$ cat config.mk
export PLATFORM = sky130hd
export DESIGN_NAME = ccff_chain_loader
export DESIGN_NICKNAME = d
export VERILOG_FILES = /design/src/rtl/ccff_loader_pkg.sv /design/src/rtl/ccff_word_serializer.sv /design/src/rtl/ccff_chain_loader.sv
export SDC_FILE = /design/constraint.sdc
export NUM_CORES = 1
export LEC_CHECK = 0
export CORE_UTILIZATION = 30
export DETAILED_ROUTE_END_ITERATION = 6
export SLEW_MARGIN = 10
export SYNTH_ARGS = -nofsm -noshare
export SYNTH_HDL_FRONTEND = slang
export SYNTH_HIERARCHICAL = 1
export SYNTH_SLANG_ARGS = --single-unit
$ cat constraint.sdc
create_clock -name prog_clk -period 7.5 [get_ports prog_clk]
set_input_delay 1.5 -clock prog_clk [delete_from_list [all_inputs] [get_ports prog_clk]]
set_output_delay 1.5 -clock prog_clk [all_outputs]
set_load 0.01 [all_outputs]
$ cat src/rtl/ccff_loader_pkg.sv
// Shared definitions for the configuration-chain loader.
//   - Default bitstream word width and chain-length counter width.
//   - Loader FSM state encoding.
package ccff_loader_pkg;

    localparam int WORD_W_DEF = 32;
    localparam int LEN_W_DEF  = 16;

    typedef enum logic [2:0] {
        ST_IDLE  = 3'd0,
        ST_LOAD  = 3'd1,
        ST_SHIFT = 3'd2,
        ST_CHECK = 3'd3,
        ST_FIN   = 3'd4
    } state_t;

endpackage

$ cat src/rtl/ccff_word_serializer.sv
// Word serializer: holds one bitstream word and shifts it out LSB first,
// counting the total bits sent in the current load.
// Ports:
//   clk, rst_n   - programming clock, async active-low reset
//   clear        - start of a new load: zero register and counters
//   load         - capture word_in, restart the per-word bit index
//   shift        - shift right by one, bump both counters
//   word_in      - bitstream word
//   lsb          - current bit 0 of the shift register
//   bit_cnt      - bits sent since clear
//   word_last    - the bit in lsb is the last bit of the current word
module ccff_word_serializer
    import ccff_loader_pkg::*;
#(
    parameter int WORD_W = WORD_W_DEF,
    parameter int LEN_W  = LEN_W_DEF
) (
    input  logic              clk,
    input  logic              rst_n,
    input  logic              clear,
    input  logic              load,
    input  logic              shift,
    input  logic [WORD_W-1:0] word_in,
    output logic              lsb,
    output logic [LEN_W-1:0]  bit_cnt,
    output logic              word_last
);

    localparam int WB_W = (WORD_W > 1) ? $clog2(WORD_W) : 1;

    logic [WORD_W-1:0] sreg;
    logic [WB_W-1:0]   wbit;

    always_ff @(posedge clk or negedge rst_n) begin
        if (!rst_n) begin
            sreg    <= '0;
            bit_cnt <= '0;
            wbit    <= '0;
        end else if (clear) begin
            sreg    <= '0;
            bit_cnt <= '0;
            wbit    <= '0;
        end else if (load) begin
            sreg <= word_in;
            wbit <= '0;
        end else if (shift) begin
            sreg    <= sreg >> 1;
            bit_cnt <= bit_cnt + LEN_W'(1);
            wbit    <= wbit + WB_W'(1);
        end
    end

    assign lsb       = sreg[0];
    assign word_last = (wbit == WB_W'(WORD_W - 1));

endmodule

$ cat src/rtl/ccff_chain_loader.sv
// Configuration-chain loader: pulls bitstream words, shifts chain_len bits
// LSB first into the chain head with a per-cycle clock enable, then checks
// that the first bit sent has emerged at the chain tail.
// Ports:
//   prog_clk, prog_reset_n   - programming clock, async active-low reset
//   start, chain_len         - load request and chain length (bits)
//   word_data/valid/ready    - bitstream word handshake
//   ccff_head, chain_clk_en  - serial data and shift enable to the chain
//   ccff_tail                - serial data back from the chain tail
//   IO_ISOL_N                - IO isolation release (0 = isolated)
//   busy, done, err          - status: in progress / completion pulse / tail mismatch
module ccff_chain_loader
    import ccff_loader_pkg::*;
#(
    parameter int WORD_W = WORD_W_DEF,
    parameter int LEN_W  = LEN_W_DEF
) (
    input  logic              prog_clk,
    input  logic              prog_reset_n,
    input  logic              start,
    input  logic [LEN_W-1:0]  chain_len,
    input  logic [WORD_W-1:0] word_data,
    input  logic              word_valid,
    output logic              word_ready,
    output logic              ccff_head,
    output logic              chain_clk_en,
    input  logic              ccff_tail,
    output logic              IO_ISOL_N,
    output logic              busy,
    output logic              done,
    output logic              err
);

    state_t           state, state_n;
    logic [LEN_W-1:0] len_q;
    logic             first_bit_q;
    logic             io_q;
    logic             accept, load, shift, err_set;

    logic             lsb, word_last;
    logic [LEN_W-1:0] bit_cnt;

    ccff_word_serializer #(
        .WORD_W (WORD_W),
        .LEN_W  (LEN_W)
    ) u_ser (
        .clk       (prog_clk),
        .rst_n     (prog_reset_n),
        .clear     (accept),
        .load      (load),
        .shift     (shift),
        .word_in   (word_data),
        .lsb       (lsb),
        .bit_cnt   (bit_cnt),
        .word_last (word_last)
    );

    always_ff @(posedge prog_clk or negedge prog_reset_n) begin
        if (!prog_reset_n) state <= ST_IDLE;
        else               state <= state_n;
    end

    always_comb begin
        state_n      = state;
        word_ready   = 1'b0;
        chain_clk_en = 1'b0;
        busy         = 1'b0;
        done         = 1'b0;
        accept       = 1'b0;
        load         = 1'b0;
        shift        = 1'b0;
        err_set      = 1'b0;
        case (state)
            ST_IDLE: begin
                if (start) begin
                    accept  = 1'b1;
                    // Zero-length chain has nothing to shift or check.
                    state_n = (chain_len != '0) ? ST_LOAD : ST_FIN;
                end
            end
            ST_LOAD: begin
                word_ready = 1'b1;
                busy       = 1'b1;
                if (word_valid) begin
                    load    = 1'b1;
                    state_n = ST_SHIFT;
                end
            end
            ST_SHIFT: begin
                busy         = 1'b1;
                chain_clk_en = 1'b1;
                shift        = 1'b1;
                // bit_cnt < len_q here, so the increment cannot wrap.
                if ((bit_cnt + LEN_W'(1)) == len_q) state_n = ST_CHECK;
                else if (word_last)                 state_n = ST_LOAD;
            end
            ST_CHECK: begin
                busy    = 1'b1;
                err_set = (ccff_tail != first_bit_q);
                state_n = ST_FIN;
            end
            ST_FIN: begin
                done    = 1'b1;
                state_n = ST_IDLE;
            end
            default: state_n = ST_IDLE;
        endcase
    end

    always_ff @(posedge prog_clk or negedge prog_reset_n) begin
        if (!prog_reset_n) begin
            len_q       <= '0;
            err         <= 1'b0;
            first_bit_q <= 1'b0;
            io_q        <= 1'b0;
        end else begin
            if (accept) begin
                len_q <= chain_len;
                err   <= 1'b0;
                io_q  <= 1'b0;
            end
            if (err_set) err <= 1'b1;
            if (shift && bit_cnt == '0) first_bit_q <= lsb;
            if (state == ST_FIN) io_q <= ~err;
        end
    end

    assign ccff_head = (state == ST_SHIFT) ? lsb : 1'b0;
    // Isolation releases in the FIN cycle itself, then holds via io_q.
    assign IO_ISOL_N = io_q | ((state == ST_FIN) && !err);

endmodule
# == After elaboration in Yosys (flattened, before gate mapping) ==
# Index checks and enable logic that the tools add are counted.
# classes
n_addsub,2
n_eq_ne,11
muxes,28
bitwise,2
reduce_logical,13
# op_table
cell,count
$mux W32,3
$mux W16,3
$add A16 B1 Y16 const B,1
$eq A16 B16 Y1,1
$logic_not A16 Y1,1
$reduce_bool A16 Y1,1
$mux W3,5
$mux W5,3
$mux W1,13
$pmux W3 S4,1
$eq A3 B2 Y1 const B,2
$ne A2 B2 Y1 const B,3
$reduce_bool A2 Y1,3
$add A5 B1 Y5 const B,1
$eq A5 B5 Y1 const B,1
$eq A3 B1 Y1 const B,1
$eq A3 B3 Y1 const B,1
$logic_not A3 Y1,1
$ne A3 B2 Y1 const B,1
$reduce_and A3 Y1,1
$reduce_bool A3 Y1,1
$reduce_or A3 Y1,1
$logic_and A1 B1 Y1,2
$reduce_and A2 Y1,1
4 further kinds,4
# totals
register_bits,75
in_bits,53
output_inout_bits,7
wordCells,64

# == Longest topological paths before layout ==
# depth
ltp_word,5
ltp_mapped,10
mapped_depth_nobuf,7

# == Hierarchy ==
# Netlist, hierarchy kept.
# by_module_without_submodules
mod,instances,cells_per_inst,area_per_inst_um2,seq_area_each_um2
ccff_word_serializer,1,275,2642.5,1326.3
ccff_chain_loader,1,169,1610.3,550.5

# == Worst setup path after synthesis ==
# Ideal clock, no wire load.
# synth_path
path_kind,flip-flop to output port
from,register state[1]
to,output port ccff_head
arrival_ns,1.659
required_time_ns,6.000
setup_slack_ns,4.341
path_stages_with_launch,5
path_buffers,1
path_cell_list,dfrtp_1 > clkdlybuf4s50_2 > or2b_2 > nor2_1 > and2_1
# synth_via
elab_chain_cells,2
# synth_lines
item,line,text
from (decl),ccff_chain_loader.sv:34,"state_t state, state_n;"
from (signal assigned),ccff_chain_loader.sv:60,else state <= state_n;
$eq A3 B2 Y1,ccff_chain_loader.sv:128,assign ccff_head = (state == ST_SHIFT) ? lsb : 1'b0;
$mux W1,ccff_chain_loader.sv:128,
to (decl),ccff_chain_loader.sv:25,"output logic ccff_head,"
# Every way passes these cells.

# == Final worst setup path ==
# Ends and elaborated chain as after synthesis.

==> out/metrics.yaml <==
run_status: "finished, final reports clean"
cp-startpoint: "state[1]"
finalCriticalPeriod_ns: 4.03
dp.cells: 660
rsz0062_at_grt: "no"
worstMarginPinSlew_ns: 0.973
synthArstFlopShare_pct: 100
grt_usage_pct: 14.1
hold_class: "flop to flop"
clkTransAtPathRegs_ns: 0.06
netlist_area_sq_um: 4250
grt_pass1_vias: 3442
synth_edf_count: 0
worstPathArrival_ns: 2.53
dr_total_vias: 3370
drt-total-wl_mm: 9.54
htreeDepth: 3
netlist_instances: 444
grt_pass1_wl_mm: 16.4
clk_root_buffer_cell: "clkbuf_16"
powerDensity_nw_per_um2: 328
avgSynthCellArea_sq_um: 9.58
cts_resized: 0
synth-main-ff-cell: "dfrtp_1"
start_util_pct: 30.6
synth_fp_nets: 502
via_per_inst: 4.99
ys_ff_latch: 75
die_area_sq_um: 14700
layoutNonFillerInstCount: 676
reg2reg_to: "u_ser/bit_cnt[12]"
yosysSeqAreaShare_pct: 44.1
fin_tns_setup_ns: 0
r2r_slack_ns: 4.59
row_count: 43
r2r_cells: 7
die_y_um: 121
yosysWarnings: 6
antenna_found_initial: 0
port_buffers: 59
p_leak_nw: 2.21
die_x_um: 121
syn_to_final_growth_pct: 24.2
postCtsHoldBufs: 0
cts-buffers-inserted: 9
core-area_sq_um: 13900
cp-start-kind: "flop"
critPathKind: "flop to output port"
fin_area_sq_um: 5280
drt_pass1_iterations: 4
fin_crit_sh_pct: 53.8
drc: 0
post_cts_buffers: 0
routedWlPerCell_um: 14.1
dp_hpwl_mm: 6.28
grt_max_degree: 76
synth.distinct_cells: 53
timing.rr.start: "state[0]"
setup_viol: 0
finalClockSkew_ns: 0.00779
peakVddDrop_v: 0.000126
place.gp.congestion: 0.824
nets: 549
cp.required_ns: 6.00
antenna_cells: 0
ios: 60
crit_fanout: 41
drive_gt1_share_pct: 10.9
min_path_cells: 1
clockBufferDepth: 2
grt_remaining_overflow: 0
end_kind: "output port"
ant_nets: 0
insertion_delay_ns: 0.34
slew_headroom_pct: 35.2
crit_path_end: "ccff_head"
hold_violations: 0
cap_violations: 0
cts_tree: "yes"
total_power_mw: 1.73
cts_sinks: 75
place_area_sq_um: 4960
finalMaxSlewViolations: 0
max_freq_ghz: 0.248
drt-initial-drc-count: 180
[logic make-up after synthesis]
group / after synthesis / synth area share (%)
adder cells (fa/ha/maj): 5 / 1.47
XOR/XNOR: 29 / 5.97
flip-flops: 75 / 44.1
AND/OR/NAND/NOR: 167 / 19.8
multiplexers: 50 / 12.2
buffers and inverters: 35 / 4.27
AO/OA/AOI/OAI: 83 / 12.1
[Yosys cell counts (2+ instances only)]
library cell / instances / area, sq um
a21oi_1: 46 / 230
a311oi_1: 2 / 17.5
a31oi_1: 2 / 12.5
and2_1: 3 / 18.8
and2b_2: 2 / 17.5
and3_1: 3 / 18.8
buf_1: 3 / 11.3
buf_2: 5 / 25.0
buf_6: 3 / 33.8
clkbuf_1: 12 / 45.0
dfrtp_1: 75 / 1880
ha_1: 5 / 62.6
inv_1: 9 / 33.8
mux2_2: 16 / 180
mux2i_1: 34 / 340
nand2_1: 14 / 52.6
nand2b_1: 4 / 25.0
nand3_1: 9 / 45.0
nand3b_1: 2 / 15.0
nand4_1: 7 / 43.8
nor2_1: 86 / 323
nor3_1: 6 / 30.0
nor3b_1: 2 / 15.0
nor4_1: 8 / 50.1
nor4b_1: 2 / 17.5
o2111ai_1: 4 / 35.0
o211ai_1: 3 / 22.5
o211ai_2: 2 / 25.0
o21ai_0: 12 / 60.1
o21bai_1: 2 / 15.0
o221ai_1: 2 / 17.5
o22ai_1: 3 / 18.8
or3_1: 7 / 43.8
or4_1: 2 / 15.0
or4_4: 2 / 22.5
xnor2_1: 12 / 105
xor2_1: 17 / 149
[worst max-delay path, stage by stage, from the launching register on]
cell and delay [ns]:
dfrtp_1 0.46, or2b_2 0.37, nor2_4 0.08, buf_4 0.52, and2_1 0.22, clkdlybuf4s50_1 0.53
[placed cells by master, fill, tap and decap left out, types with 2 or more instances in the layout]
master,netlist,final
o221ai_1,2,2
o21ai_0,12,12
or4_4,2,2
xor2_1,17,17
inv_1,9,9
clkinvlp_4,0,2
o2111ai_1,4,4
and3_1,3,3
a31oi_1,2,2
mux2i_1,34,34
a21oi_1,46,46
o22ai_1,3,3
nand2b_1,4,4
bufinv_16,0,2
nor4b_1,2,2
buf_4,1,4
nor3b_1,2,2
ha_1,5,5
o21bai_1,2,2
dfrtp_1,75,75
nor2_1,86,84
a311oi_1,2,2
and2b_2,2,2
o211ai_2,2,2
or4_1,2,2
nor2_4,0,2
and2_1,3,2
xnor2_1,12,12
mux2_2,16,16
clkdlybuf4s50_1,0,58
nor3_1,6,6
nand2_1,14,14
nand3_1,9,9
clkinv_4,0,2
nand3b_1,2,2
nor4_1,8,8
o211ai_1,3,3
clkbuf_16,0,9
nand4_1,7,7
or3_1,7,7
[sequential cells by signal, indices dropped and copies added (netlist names)]
register       cells
u_ser/wbit         5
len_q             16
state              3
u_ser/sreg        32
err                1
first_bit_q        1
io_q               1
u_ser/bit_cnt     16
[power breakdown]
| group | total, mW | switching [mW] | internal (mW) |
|---|---|---|---|
| Sequential | 0.641 | 0.106 | 0.535 |
| Combinational | 0.624 | 0.324 | 0.299 |
| Clock | 0.471 | 0.177 | 0.293 |
| Total | 1.73 | 0.607 | 1.13 |
[worst min path at each step]
stage	startpoint	endpoint	slack (ns)
2_1_floorplan	u_ser/sreg[0]	first_bit_q	0.49
4_1_cts	first_bit_q	first_bit_q	0.53
6_report	first_bit_q	first_bit_q	0.53
3_5_place_dp	first_bit_q	first_bit_q	0.52
5_1_grt	err	io_q	0.55
3_3_place_gp	first_bit_q	first_bit_q	0.51
[layout make-up]
| type | count | area, sq um |
|---|---|---|
| Timing Repair Buffer | 62 | 611 |
| Inverter | 9 | 33.8 |
| Tap cell | 180 | 225 |
| Sequential cell | 75 | 1880 |
| Clock inverter | 7 | 101 |
| Clock buffer | 9 | 225 |
| Fill cell | 1361 | 8600 |
| Multi-Input combinational cell | 334 | 2210 |
[metal layers]
metal	wire [um]	track usage, %	vias up
met3	492	4.18	10
met1	4540	18.2	1607
met4	113	4.40	0
met2	4400	22.6	85
met5	0	0	-
li1	-	-	1668
[metrics by stage]
step | hold slack [ns] | util [%] | setup WS, ns
floorplan | 0.494 | - | 4.34
global placement | 0.513 | 35.7 | 3.35
detailed placement | 0.521 | 35.7 | 3.28
CTS | 0.529 | 38.1 | 3.42
global route | 0.546 | 38.1 | 3.34
finish | 0.527 | 38.1 | 3.47
Note: power is estimated with default switching activity, not from simulation.
